$ cat src/rtl/host_rr_arbiter.sv
// host_rr_arbiter
//   Shares one req/gnt/rvalid bus host port among NrReq requesters with
//   round-robin fairness. At most one transaction is outstanding. A response
//   timeout makes sure every granted requester receives exactly one response.
//
// Ports
//   clk_i, rst_ni         : clock, asynchronous active-low reset
//   req_i / gnt_o         : per-requester request / grant
//   addr_i, we_i, be_i,
//   wdata_i               : per-requester payload
//   rvalid_o              : per-requester response valid (one-cycle pulse)
//   rdata_o, err_o        : shared response data / error
//   bus_req_o, bus_gnt_i  : bus request / grant
//   bus_addr_o, bus_we_o,
//   bus_be_o, bus_wdata_o : bus payload, zero whenever bus_req_o is low
//   bus_rvalid_i, bus_rdata_i,
//   bus_err_i             : bus response
module host_rr_arbiter #(
    parameter int NrReq         = 3,
    parameter int DataWidth     = 32,
    parameter int AddressWidth  = 32,
    parameter int TimeoutCycles = 255
) (
    input  logic                                 clk_i,
    input  logic                                 rst_ni,
    input  logic [NrReq-1:0]                     req_i,
    output logic [NrReq-1:0]                     gnt_o,
    input  logic [NrReq-1:0][AddressWidth-1:0]   addr_i,
    input  logic [NrReq-1:0]                     we_i,
    input  logic [NrReq-1:0][3:0]                be_i,
    input  logic [NrReq-1:0][DataWidth-1:0]      wdata_i,
    output logic [NrReq-1:0]                     rvalid_o,
    output logic [DataWidth-1:0]                 rdata_o,
    output logic                                 err_o,
    output logic                                 bus_req_o,
    input  logic                                 bus_gnt_i,
    output logic [AddressWidth-1:0]              bus_addr_o,
    output logic                                 bus_we_o,
    output logic [3:0]                           bus_be_o,
    output logic [DataWidth-1:0]                 bus_wdata_o,
    input  logic                                 bus_rvalid_i,
    input  logic [DataWidth-1:0]                 bus_rdata_i,
    input  logic                                 bus_err_i
);

    localparam int IdxW = $clog2(NrReq);
    localparam int CntW = $clog2(TimeoutCycles + 1);
    // Counter is 0 in the first RESP cycle, so it holds TimeoutCycles-1 in
    // the cycle that lies TimeoutCycles cycles after the grant edge.
    localparam logic [CntW-1:0] CntLast = CntW'(TimeoutCycles - 1);

    typedef enum logic [1:0] {IDLE, ADDR, RESP} state_e;

    state_e            state_q, state_d;
    logic [IdxW-1:0]   sel_q, sel_d;
    logic [IdxW-1:0]   last_q, last_d;
    logic [CntW-1:0]   cnt_q, cnt_d;

    logic              any_req;
    logic [IdxW-1:0]   win_idx;
    logic              win_found;
    logic [IdxW-1:0]   cand_idx;
    logic [IdxW-1:0]   cur_sel;
    logic              bus_grant;
    logic              timeout;
    logic              resp_fire;

    assign any_req = |req_i;

    // Round-robin search starting one past the previous winner.
    always_comb begin
        win_idx   = '0;
        win_found = 1'b0;
        cand_idx  = '0;
        if (state_q == IDLE) begin
            for (int off = 1; off <= NrReq; off++) begin
                cand_idx = IdxW'((int'(last_q) + off) % NrReq);
                if (!win_found && req_i[cand_idx]) begin
                    win_found = 1'b1;
                    win_idx   = cand_idx;
                end
            end
        end
    end

    // State register.
    always_ff @(posedge clk_i or negedge rst_ni) begin
        if (!rst_ni) begin
            state_q <= IDLE;
            sel_q   <= '0;
            last_q  <= IdxW'(NrReq - 1);
            cnt_q   <= '0;
        end else begin
            state_q <= state_d;
            sel_q   <= sel_d;
            last_q  <= last_d;
            cnt_q   <= cnt_d;
        end
    end

    // Next-state logic.
    always_comb begin
        state_d = state_q;
        sel_d   = sel_q;
        last_d  = last_q;
        cnt_d   = cnt_q;
        case (state_q)
            IDLE: begin
                if (any_req) begin
                    sel_d   = win_idx;
                    state_d = bus_gnt_i ? RESP : ADDR;
                end
            end
            ADDR: begin
                if (bus_gnt_i) state_d = RESP;
            end
            RESP: begin
                if (resp_fire) state_d = IDLE;
            end
            default: state_d = IDLE;
        endcase

        if (bus_grant) begin
            last_d = cur_sel;
            cnt_d  = '0;
        end else if (state_q == RESP && cnt_q != {CntW{1'b1}}) begin
            cnt_d = cnt_q + 1'b1;
        end
    end

    // Output logic.
    always_comb begin
        cur_sel = (state_q == IDLE) ? win_idx : sel_q;
        // Gated by rst_ni so the bus stays quiet while reset is held even if
        // requesters are already asserting req_i.
        bus_req_o = rst_ni &&
                    ((state_q == IDLE && any_req) || state_q == ADDR);
        bus_grant = bus_gnt_i & bus_req_o;

        bus_addr_o  = '0;
        bus_we_o    = 1'b0;
        bus_be_o    = '0;
        bus_wdata_o = '0;
        if (bus_req_o) begin
            bus_addr_o  = addr_i[cur_sel];
            bus_we_o    = we_i[cur_sel];
            bus_be_o    = be_i[cur_sel];
            bus_wdata_o = wdata_i[cur_sel];
        end

        // A real response wins over a timeout hitting in the same cycle.
        timeout   = (state_q == RESP) && (cnt_q == CntLast) && !bus_rvalid_i;
        resp_fire = (state_q == RESP) && (bus_rvalid_i || timeout);

        rdata_o = '0;
        err_o   = 1'b0;
        if (state_q == RESP && bus_rvalid_i) begin
            rdata_o = bus_rdata_i;
            err_o   = bus_err_i;
        end else if (timeout) begin
            err_o   = 1'b1;
        end
    end

    genvar gi;
    generate
        for (gi = 0; gi < NrReq; gi++) begin : g_req
            assign gnt_o[gi]    = bus_grant & (cur_sel == IdxW'(gi));
            assign rvalid_o[gi] = resp_fire & (sel_q == IdxW'(gi));
        end
    endgenerate

    always @(posedge clk_i) begin
        if (rst_ni) begin
            a_sel_in_range: assert (int'(sel_q) < NrReq);
        end
    end

endmodule

$ cat config.mk
export PLATFORM = sky130hd
export DESIGN_NAME = host_rr_arbiter
export DESIGN_NICKNAME = d
export VERILOG_FILES = /design/src/rtl/host_rr_arbiter.sv
export SDC_FILE = /design/constraint.sdc
export NUM_CORES = 1
export LEC_CHECK = 0
export CAP_MARGIN = 25
export CORE_AREA = 2 2 139 141
export CTS_BUF_LIST = sky130_fd_sc_hd__clkbuf_4 sky130_fd_sc_hd__clkbuf_8
export DETAILED_ROUTE_END_ITERATION = 8
export DIE_AREA = 0 0 141 143
export PLACE_DENSITY = 0.67
export RECOVER_POWER = 25
export SETUP_SLACK_MARGIN = 0.4
export SYNTH_ARGS = -nofsm -noshare
export SYNTH_HDL_FRONTEND = slang
export SYNTH_SLANG_ARGS = --single-unit
export TNS_END_PERCENT = 50
$ cat constraint.sdc
create_clock -name clk_i -period 4.8 [get_ports clk_i]
set_input_delay 0.96 -clock clk_i [delete_from_list [all_inputs] [get_ports clk_i]]
set_output_delay 0.96 -clock clk_i [all_outputs]
set_load 0.02 [all_outputs]
Word level (Yosys, flattened, before mapping)
Index checks and enable logic that the tools add are counted. Widths: inputs -> output; s select.

Logic and storage cells: 90. Input port bits: 247. Register bits: 14.

Equality and inequality tests: 11. Add/subtract/negate cells: 4. Mux-type cells: 36. Bitwise operators: 7. Order comparisons: 4. Divide/modulo/power cells: 3. Reduce and logical (&&, ||, !) cells: 21.

Operators by type and width (count): $mux 32 (5); $bmux 32 s2 (2); $mod 32x3->32 const B (3); $mux 2 (8); $mux 8 (2); $lt 2x3->1 const B (4); $mux 1 (11); $logic_and 1x1->1 (9); $add 8x1->8 const B (1); $bmux 1 s2 (4); $bmux 4 s2 (1); $eq 8x8->1 const B (1); $mux 4 (2); $ne 8x8->1 const B (1); $and 1x1->1 (7); $add 2x2->3 const B (2); $eq 2x1->1 const B (3); $eq 2x2->1 const B (3); $logic_not 2->1 (3); $ne 2x2->1 const B (3); $pmux 2 s3 (1); $add 2x1->3 const B (1); $logic_not 1->1 (3); $reduce_and 3->1 (1); 4 further kinds (5).

Logic depth before layout (Yosys ltp)
Gate-level depths: netlist (run 1).

Depth after elaboration: 17. Mapped depth: 11. Depth with buffers taken out: 8.

Worst setup path after synthesis (run 1)
Ideal clock, no wire load.

Kind: input-to-output. From: in req_i[2]. To: out gnt_o[2]. Data required time: 3840 ps. Path slack: 1306 ps. Cell stages on the path: 7. Data arrival time: 2534 ps. Cells stage by stage: a221oi_2 a32oi_2 o21ai_2 buf_2 buf_2 mux2i_1 nor3_1.

Longest elaborated chain between the ends: 14. Elaborated cells between the ends (all ways): 25.

Ends and longest elaborated chain: start: declaration (RTL line 26) `input logic [NrReq-1:0] req_i,`; $bmux 1 s2 (RTL line 78) `if (!win_found && req_i[cand_idx]) begin`; $mux 1 (not written as such) (RTL line 78); $mux 1 (RTL line 78); $mux 1 (RTL line 75) `if (state_q == IDLE) begin`; $logic_not 1->1 (RTL line 78); $logic_and 1x1->1 (RTL line 78); $mux 1 (RTL line 78); $mux 1 (RTL line 75); $logic_not 1->1 (RTL line 78); $logic_and 1x1->1 (RTL line 78); $mux 2 (RTL line 78); $mux 2 (RTL line 133) `cur_sel = (state_q == IDLE) ? win_idx : sel_q;`; $eq 2x2->1 (RTL line 168) `assign gnt_o[gi] = bus_grant & (cur_sel == IdxW'(gi));`; $and 1x1->1 * (RTL line 168); end: declaration (RTL line 27) `output logic [NrReq-1:0] gnt_o,`.

Mark *: on every way between the ends. The rest lies on a longest branch, timed or not. The select of a mux whose other input is x is not followed.

Worst setup path in the final report (run 1)
From: in req_i[1]. To: out bus_addr_o[3].

Longest elaborated chain between the ends: 15. Elaborated cells between the ends (all ways): 25.

Ends and longest elaborated chain: $bmux 1 s2 (RTL line 78); $mux 1 (not written as such) (RTL line 78); $mux 1 (RTL line 78); $mux 1 (RTL line 75); $logic_not 1->1 (RTL line 78); $logic_and 1x1->1 (RTL line 78); $mux 1 (RTL line 78); $mux 1 (RTL line 75); $logic_not 1->1 (RTL line 78); $logic_and 1x1->1 (RTL line 78); $mux 2 (RTL line 78); $mux 2 (RTL line 133); $bmux 32 s2 (RTL line 145) `bus_addr_o = addr_i[cur_sel];`; $mux 32 (not written as such) (RTL line 145); $mux 32 * (RTL line 144) `if (bus_req_o) begin`; end: declaration (RTL line 37) `output logic [AddressWidth-1:0] bus_addr_o,`.

Marked as above.

==> results of run 1 <==
==> sequential cells by signal (all words and copies together) (netlist names) <==
name / cells
cnt_q: 8
last_q: 2
sel_q: 2
state_q: 2
==> final timing paths <==
check / start / endpoint / slack [ns] / depth (start not counted)
worst min register to register: last_q[1]$_DFFE_PN1P_ / last_q[1]$_DFFE_PN1P_ / 0.52 / 2
min in group asynchronous: rst_ni / sel_q[0]$_DFFE_PN0N_ / 1.38 / 2
worst max register to register: last_q[1]$_DFFE_PN1P_ / last_q[1]$_DFFE_PN1P_ / 2.42 / 9
worst max-delay path: req_i[1] / bus_addr_o[3] / 0.27 / 10
max in group asynchronous: rst_ni / sel_q[1]$_DFFE_PN0N_ / 2.82 / 2
worst min-delay path: last_q[1]$_DFFE_PN1P_ / last_q[1]$_DFFE_PN1P_ / 0.52 / 2
==> final cells by class <==
class,count,area share [%]
repair buffers,398,49.7
clock buffers,4,0.662
well taps,234,3.52
multi-input cells,469,41.5
flip-flops and latches,14,4.27
inverters,6,0.271
==> layout by cell type (no fill, tap or decap), types with 6 or more instances in the layout <==
cell type and count:
nor3_1 73, buf_12 12, inv_1 6, a32o_1 68, ha_1 6, dlymetal6s2s_1 35
nor2_1 82, dlygate4sd2_1 33, mux2i_1 71, dlygate4sd3_1 8, o21ai_0 6, buf_4 24
dfrtp_1 12, clkdlybuf4s50_1 276, nand2_1 11, a221oi_1 66, and3_1 35
==> logic make-up (layout without fill, tap and decap cells) <==
family | after synthesis | count (layout) | synth area share (%)
DFF | 14 | 14 | 8.47
xor gates and xnor gates | 6 | 6 | 1.27
adders and majority gates | 6 | 6 | 1.81
AOI/OAI and AO/OA | 159 | 159 | 35.2
muxes | 72 | 72 | 17.5
and+or+nand+nor | 226 | 226 | 26.7
buffers and inverters | 85 | 408 | 9.04
==> critical path: cells and delay by family <==
family | cells | cell delay [ns]
buf+inv | 4 | 1.34
compound gates | 5 | 1.20
simple gates | 1 | 0.05
==> synthesized netlist by cell type (all sizes together) (2+ instances only) <==
cell     n
nor3b    4
xnor2    2
clkbuf  59
a221oi  69
a21oi    4
mux2i   71
o21ai    7
o22ai    2
o211ai   2
nand3    3
ha       6
nand2b   4
and2     2
nand2   11
and3    35
nand4    2
buf     20
xor2     4
dfrtp   13
inv      6
a32o    68
nor3    74
nor2    83
nor2b    3
==> report_power, final <==
| part | switching (W) | internal [W] |
|---|---|---|
| logic | 0.00134 | 0.00126 |
| registers | 0.0000991 | 0.000150 |
| clock network | 0.0000480 | 0.0000729 |
| total | 0.00149 | 0.00148 |
==> timing repair <==
action / 4_1_cts / 5_1_grt
setup buffers: 2 / 4
endpoints found under the setup margin: 71 / 72
hold endpoints to repair: 0 / 0
cloned: 1 / 3
resized for setup: 42 / 38
pin swaps: 2 / 3
==> stage by stage <==
stage / cell area [um2] / total power (W)
2_1_floorplan: 4150 / 0.00176
3_3_place_gp: 8040 / 0.00274
3_5_place_dp: 8040 / 0.00276
4_1_cts: 8110 / 0.00287
5_1_grt: 8320 / 0.00320
6_report: 8320 / 0.00297
==> routing by layer <==
| layer | global-route usage, % | routed length [um] | part of all wire [%] | vias up |
|---|---|---|---|---|
| met5 | 0 | 0 | 0 | - |
| met4 | 3.16 | 191 | 0.94 | 0 |
| met3 | 2.85 | 1330 | 6.5 | 14 |
| met2 | 33.4 | 10400 | 51 | 238 |
| met1 | 22.0 | 8480 | 42 | 2799 |
| li1 | - | - | - | 2929 |
==> results.sh, run 1 <==
export IMPL_status="finished, final reports clean"
export IMPL_port_buffers=355
export IMPL_coreArea_um2=18600
export IMPL_gr_usage_all_layers_pct=18.0
export IMPL_max_slew_worst_pin_slew_ns=0.821
export IMPL_async_flop_share_pct=100
export IMPL_gp_congestion=0.827
export IMPL_hold_class="reg -> reg"
export IMPL_synth_area_leader_cell="mux2i_1"
export IMPL_fin_worst_skew_ns=0.00977
export IMPL_hold_ws_ns=0.524
export IMPL_finalSetupViolations=0
export IMPL_end_kind="output pin"
export IMPL_fmax_ghz=0.221
export IMPL_cts_hold_buf=0
export IMPL_synth_enable_flop_cells=0
export IMPL_p_leak_nw=3.71
export IMPL_dr_pass1_iters=5
export IMPL_period_needed_ns=4.53
export IMPL_path_class="in -> out"
export IMPL_cts_sinks=14
export IMPL_syn_nets=821
export IMPL_drt_antenna_violating_nets=0
export IMPL_initial_core_util_pct=22.3
export IMPL_hold_violations=0
export IMPL_instances_no_fill=1125
export IMPL_finalSetupTns_ns=0
export IMPL_cp_max_fo=23
export IMPL_wl_per_cell_um=18.1
export IMPL_cts_inserted_buffers=3
export IMPL_synthTopCellsByArea="mux2i_1, a32o_1, a221oi_1"
export IMPL_post_route_period_util_pct=94.4
export IMPL_path_cells="dlygate4sd3_1 -> a221oi_2 -> a32oi_2 -> o21ai_4 -> buf_4 -> clkbuf_16 -> nor3_1 -> a221oi_1 -> a32o_1 -> dlygate4sd2_1"
export IMPL_fill_cells=1872
export IMPL_slowest_stage="dlygate4sd3_1"
export IMPL_antenna_found_initial=0
export IMPL_synthesis_area_um2=4150
export IMPL_rsz0062_at_grt="true"
export IMPL_netlist_area_leader_share_pct=17.1
export IMPL_gr_total_overflow=0
export IMPL_diodes=0
export IMPL_dr_first_iter_drc_count=330
export IMPL_dieArea_um2=20200
export IMPL_worst_slack_ns=0.267
export IMPL_num_rows=50
export IMPL_relSlewSlack_pct=45.2
export IMPL_htreeDepth=1
export IMPL_maxCapViolCount=0
export IMPL_cts_root_buf="clkbuf_8"
export IMPL_grt_max_degree=104
export IMPL_die_w_um=141
export IMPL_slowest_delay_ns=0.61
export IMPL_clockBufferDepth=2
export IMPL_path_clk_slew_ns=0.07
export IMPL_clock_latency_ns=0.26
export IMPL_slew_viol_final=0
export IMPL_drive_gt1_share_pct=6.96
export IMPL_drc=0
export IMPL_cts_tree="built"
export IMPL_die_h_um=143
export IMPL_yosys_warnings=0
export IMPL_place_ws_ns=0.0840
export IMPL_grt_pass1_vias=5515
export IMPL_start_kind="input port"
export IMPL_worstPathRequired_ns=3.84
export IMPL_vias=5980
export IMPL_fin_nets=1145
export IMPL_synthCells=568
export IMPL_cp_arrival_ns=3.57
export IMPL_syn_to_final_growth_pct=100
export IMPL_synth_area_per_cell_um2=7.31
export IMPL_wl_um=20300
export IMPL_place_inst=1110
export IMPL_seq_area_um2=355
export IMPL_yosys_most_used_dff="dfrtp_1"
export IMPL_fin_util_pct=44.8
export IMPL_synth_seq_cells=14
export IMPL_peakVddDrop_v=0.000167
export IMPL_synth_distinct_cells=44
export IMPL_io_pins=356
export IMPL_hpwl_um=14700
export IMPL_multiInputGateArea_um2=3450
export IMPL_powerDensity_nw_per_um2=357
export IMPL_via_per_inst=5.32
export IMPL_grt_pass1_wl_um=29500
export IMPL_ys_seq_area_share_pct=8.47
No activity file was read; power rests on OpenSTA's default activity.
==> run 2, diff against run 1 <==
Settings changed: CELL_PAD_IN_SITES_DETAIL_PLACEMENT from default to 1, CELL_PAD_IN_SITES_GLOBAL_PLACEMENT from default to 1, CORE_AREA 2 2 139 141 to default, CORE_MARGIN from default to 2, CORE_UTILIZATION from default to 23, DIE_AREA 0 0 141 143 to default, MAX_ROUTING_LAYER from default to met4, PLACE_DENSITY 0.67 to 0.95.
==> results.sh, run 2 (synthesis results as in run 1) <==
export IMPL_peakVddDrop_v=0.000167
export IMPL_drive_gt1_share_pct=9.06
export IMPL_max_slew_worst_pin_slew_ns=1.00
export IMPL_cp_arrival_ns=3.53
export IMPL_final_common_cell="clkdlybuf4s50_1"
export IMPL_drc=0
export IMPL_most_common_layout_cells="clkdlybuf4s50_1, nor2_1, nor3_1, mux2i_1, a32o_1"
export IMPL_final_cell_area_um2=8320
export IMPL_dieArea_um2=19100
export IMPL_antenna_found_initial=1
export IMPL_gp_congestion=0.834
export IMPL_largest_register_ff_count=8
export IMPL_gr_usage_all_layers_pct=23.8
export IMPL_wl_met1_um=9570
export IMPL_worst_slack_ns=0.308
export IMPL_gr_total_overflow=0
export IMPL_wl_um=23300
export IMPL_initial_core_util_pct=23.3
export IMPL_worstPathRequired_ns=3.84
export IMPL_end_kind="output pin"
export IMPL_start_kind="input port"
export IMPL_grt_pass1_vias=6613
export IMPL_finalSetupTns_ns=0
export IMPL_wl_met2_um=11700
export IMPL_wl_per_cell_um=20.7
export IMPL_hold_violations=0
export IMPL_fin_nets=1148
export IMPL_status="finished, final reports clean"
export IMPL_cts_tree="built"
export IMPL_cts_inserted_buffers=3
export IMPL_hold_class="reg -> reg"
export IMPL_num_rows=49
export IMPL_place_area_um2=8050
export IMPL_dr_first_iter_drc_count=249
export IMPL_path_clk_slew_ns=0.06
export IMPL_maxCapViolCount=0
export IMPL_via_per_inst=5.64
export IMPL_cts_sinks=14
export IMPL_io_pins=356
export IMPL_instances_no_fill=1124
export IMPL_grt_max_degree=100
export IMPL_place_ws_ns=-0.00679
export IMPL_powerDensity_nw_per_um2=381
export IMPL_cts_root_buf="clkbuf_8"
export IMPL_top_register="cnt_q"
export IMPL_p_leak_nw=3.39
export IMPL_drt_antenna_violating_nets=0
export IMPL_clock_latency_ns=0.24
export IMPL_place_inst=1108
export IMPL_post_route_period_util_pct=93.6
export IMPL_port_buffers=355
export IMPL_relSlewSlack_pct=33.3
export IMPL_fin_worst_skew_ns=0.00152
export IMPL_slew_viol_final=0
export IMPL_cp_max_fo=32
export IMPL_syn_to_final_growth_pct=100
export IMPL_grt_pass1_wl_um=36300
export IMPL_finalSetupViolations=0
export IMPL_ff2ff_setup_slack_ns=2.39
export IMPL_period_needed_ns=4.49
export IMPL_clockBufferDepth=2
export IMPL_vias=6341
export IMPL_die_w_um=138
export IMPL_htreeDepth=1
export IMPL_hpwl_um=17000
export IMPL_path_class="in -> out"
export IMPL_fmax_ghz=0.223
export IMPL_dr_pass1_iters=5
export IMPL_coreArea_um2=17800
export IMPL_top_layer_used="met4"
export IMPL_p_total_w=0.00317
export IMPL_rsz0062_at_grt="true"
export IMPL_routed_wl_met3_um=1370
export IMPL_die_h_um=138
-- run 2: cell count changes in the layout (fill, tap and decap cells not counted), sizes merged, moves of 2 or more --
| cell | previous run | this run |
|---|---|---|
| clkdlybuf4s15 | 2 | 18 |
| dlymetal6s2s | 35 | 12 |
| dlygate4sd2 | 33 | 29 |
| bufbuf | 1 | 5 |
| clkdlybuf4s50 | 276 | 280 |
| buf | 36 | 38 |
| clkbuf | 11 | 16 |
| dlygate4sd3 | 8 | 6 |
-- run 2: where the power goes --
group	internal (W)	switching (W)	leakage [nW]
registers	0.000151	0.0000859	0.180
logic	0.00136	0.00146	3.18
clock network	0.0000726	0.0000432	0.0288
total	0.00158	0.00158	3.39
-- run 2: worst max-delay path: stages --
cell and delay (ns):
clkdlybuf4s25_1 0.34, a21bo_2 0.26, a32oi_1 0.30, buf_4 0.19
nor3_4 0.05, o22ai_4 0.20, and2_2 0.26, buf_12 0.21
a32o_1 0.15, clkdlybuf4s50_1 0.59
-- run 2: repair_timing --
item / CTS / global route
hold buffers: 0 / 0
endpoints found under the setup margin: 71 / 50
gates cloned: 5 / 0
pin swaps: 3 / 2
resized for setup: 87 / 34
buffers inserted: 4 / 1
-- run 2: layout make-up --
| class | count | area [um2] |
|---|---|---|
| sequential | 14 | 355 |
| inverter | 6 | 22.5 |
| antenna | 1 | 2.50 |
| tap | 229 | 287 |
| clock buffer | 4 | 55.1 |
| fill | 2067 | 9520 |
| multi-input combinational | 469 | 3470 |
| timing repair buffer | 401 | 4130 |
-- run 2: through the flow --
stage	utilization [%]	hold WS, ns
finish	46.6	0.523
global route	46.6	0.550
detailed placement	45.1	0.525
global placement	45.1	0.494
floorplan	-	0.479
CTS	46.5	0.526
-- run 2: path summary, 6_finish.rpt --
path / startpoint / end / depth (start not counted)
max: req_i[0] / bus_addr_o[19] / 10
min: last_q[1]$_DFFE_PN1P_ / last_q[1]$_DFFE_PN1P_ / 2
max reg2reg: last_q[1]$_DFFE_PN1P_ / last_q[1]$_DFFE_PN1P_ / 9
min reg2reg: last_q[1]$_DFFE_PN1P_ / last_q[1]$_DFFE_PN1P_ / 2
max in group asynchronous: rst_ni / sel_q[1]$_DFFE_PN0N_ / 2
min in group asynchronous: rst_ni / state_q[1]$_DFFE_PN0P_ / 2
-- run 2: layer usage --
layer / vias to the layer above / track usage (%)
met3: 40 / 2.98
met2: 260 / 41.6
met5: - / -
met4: 0 / 6.55
met1: 3099 / 28.8
li1: 2942 / -
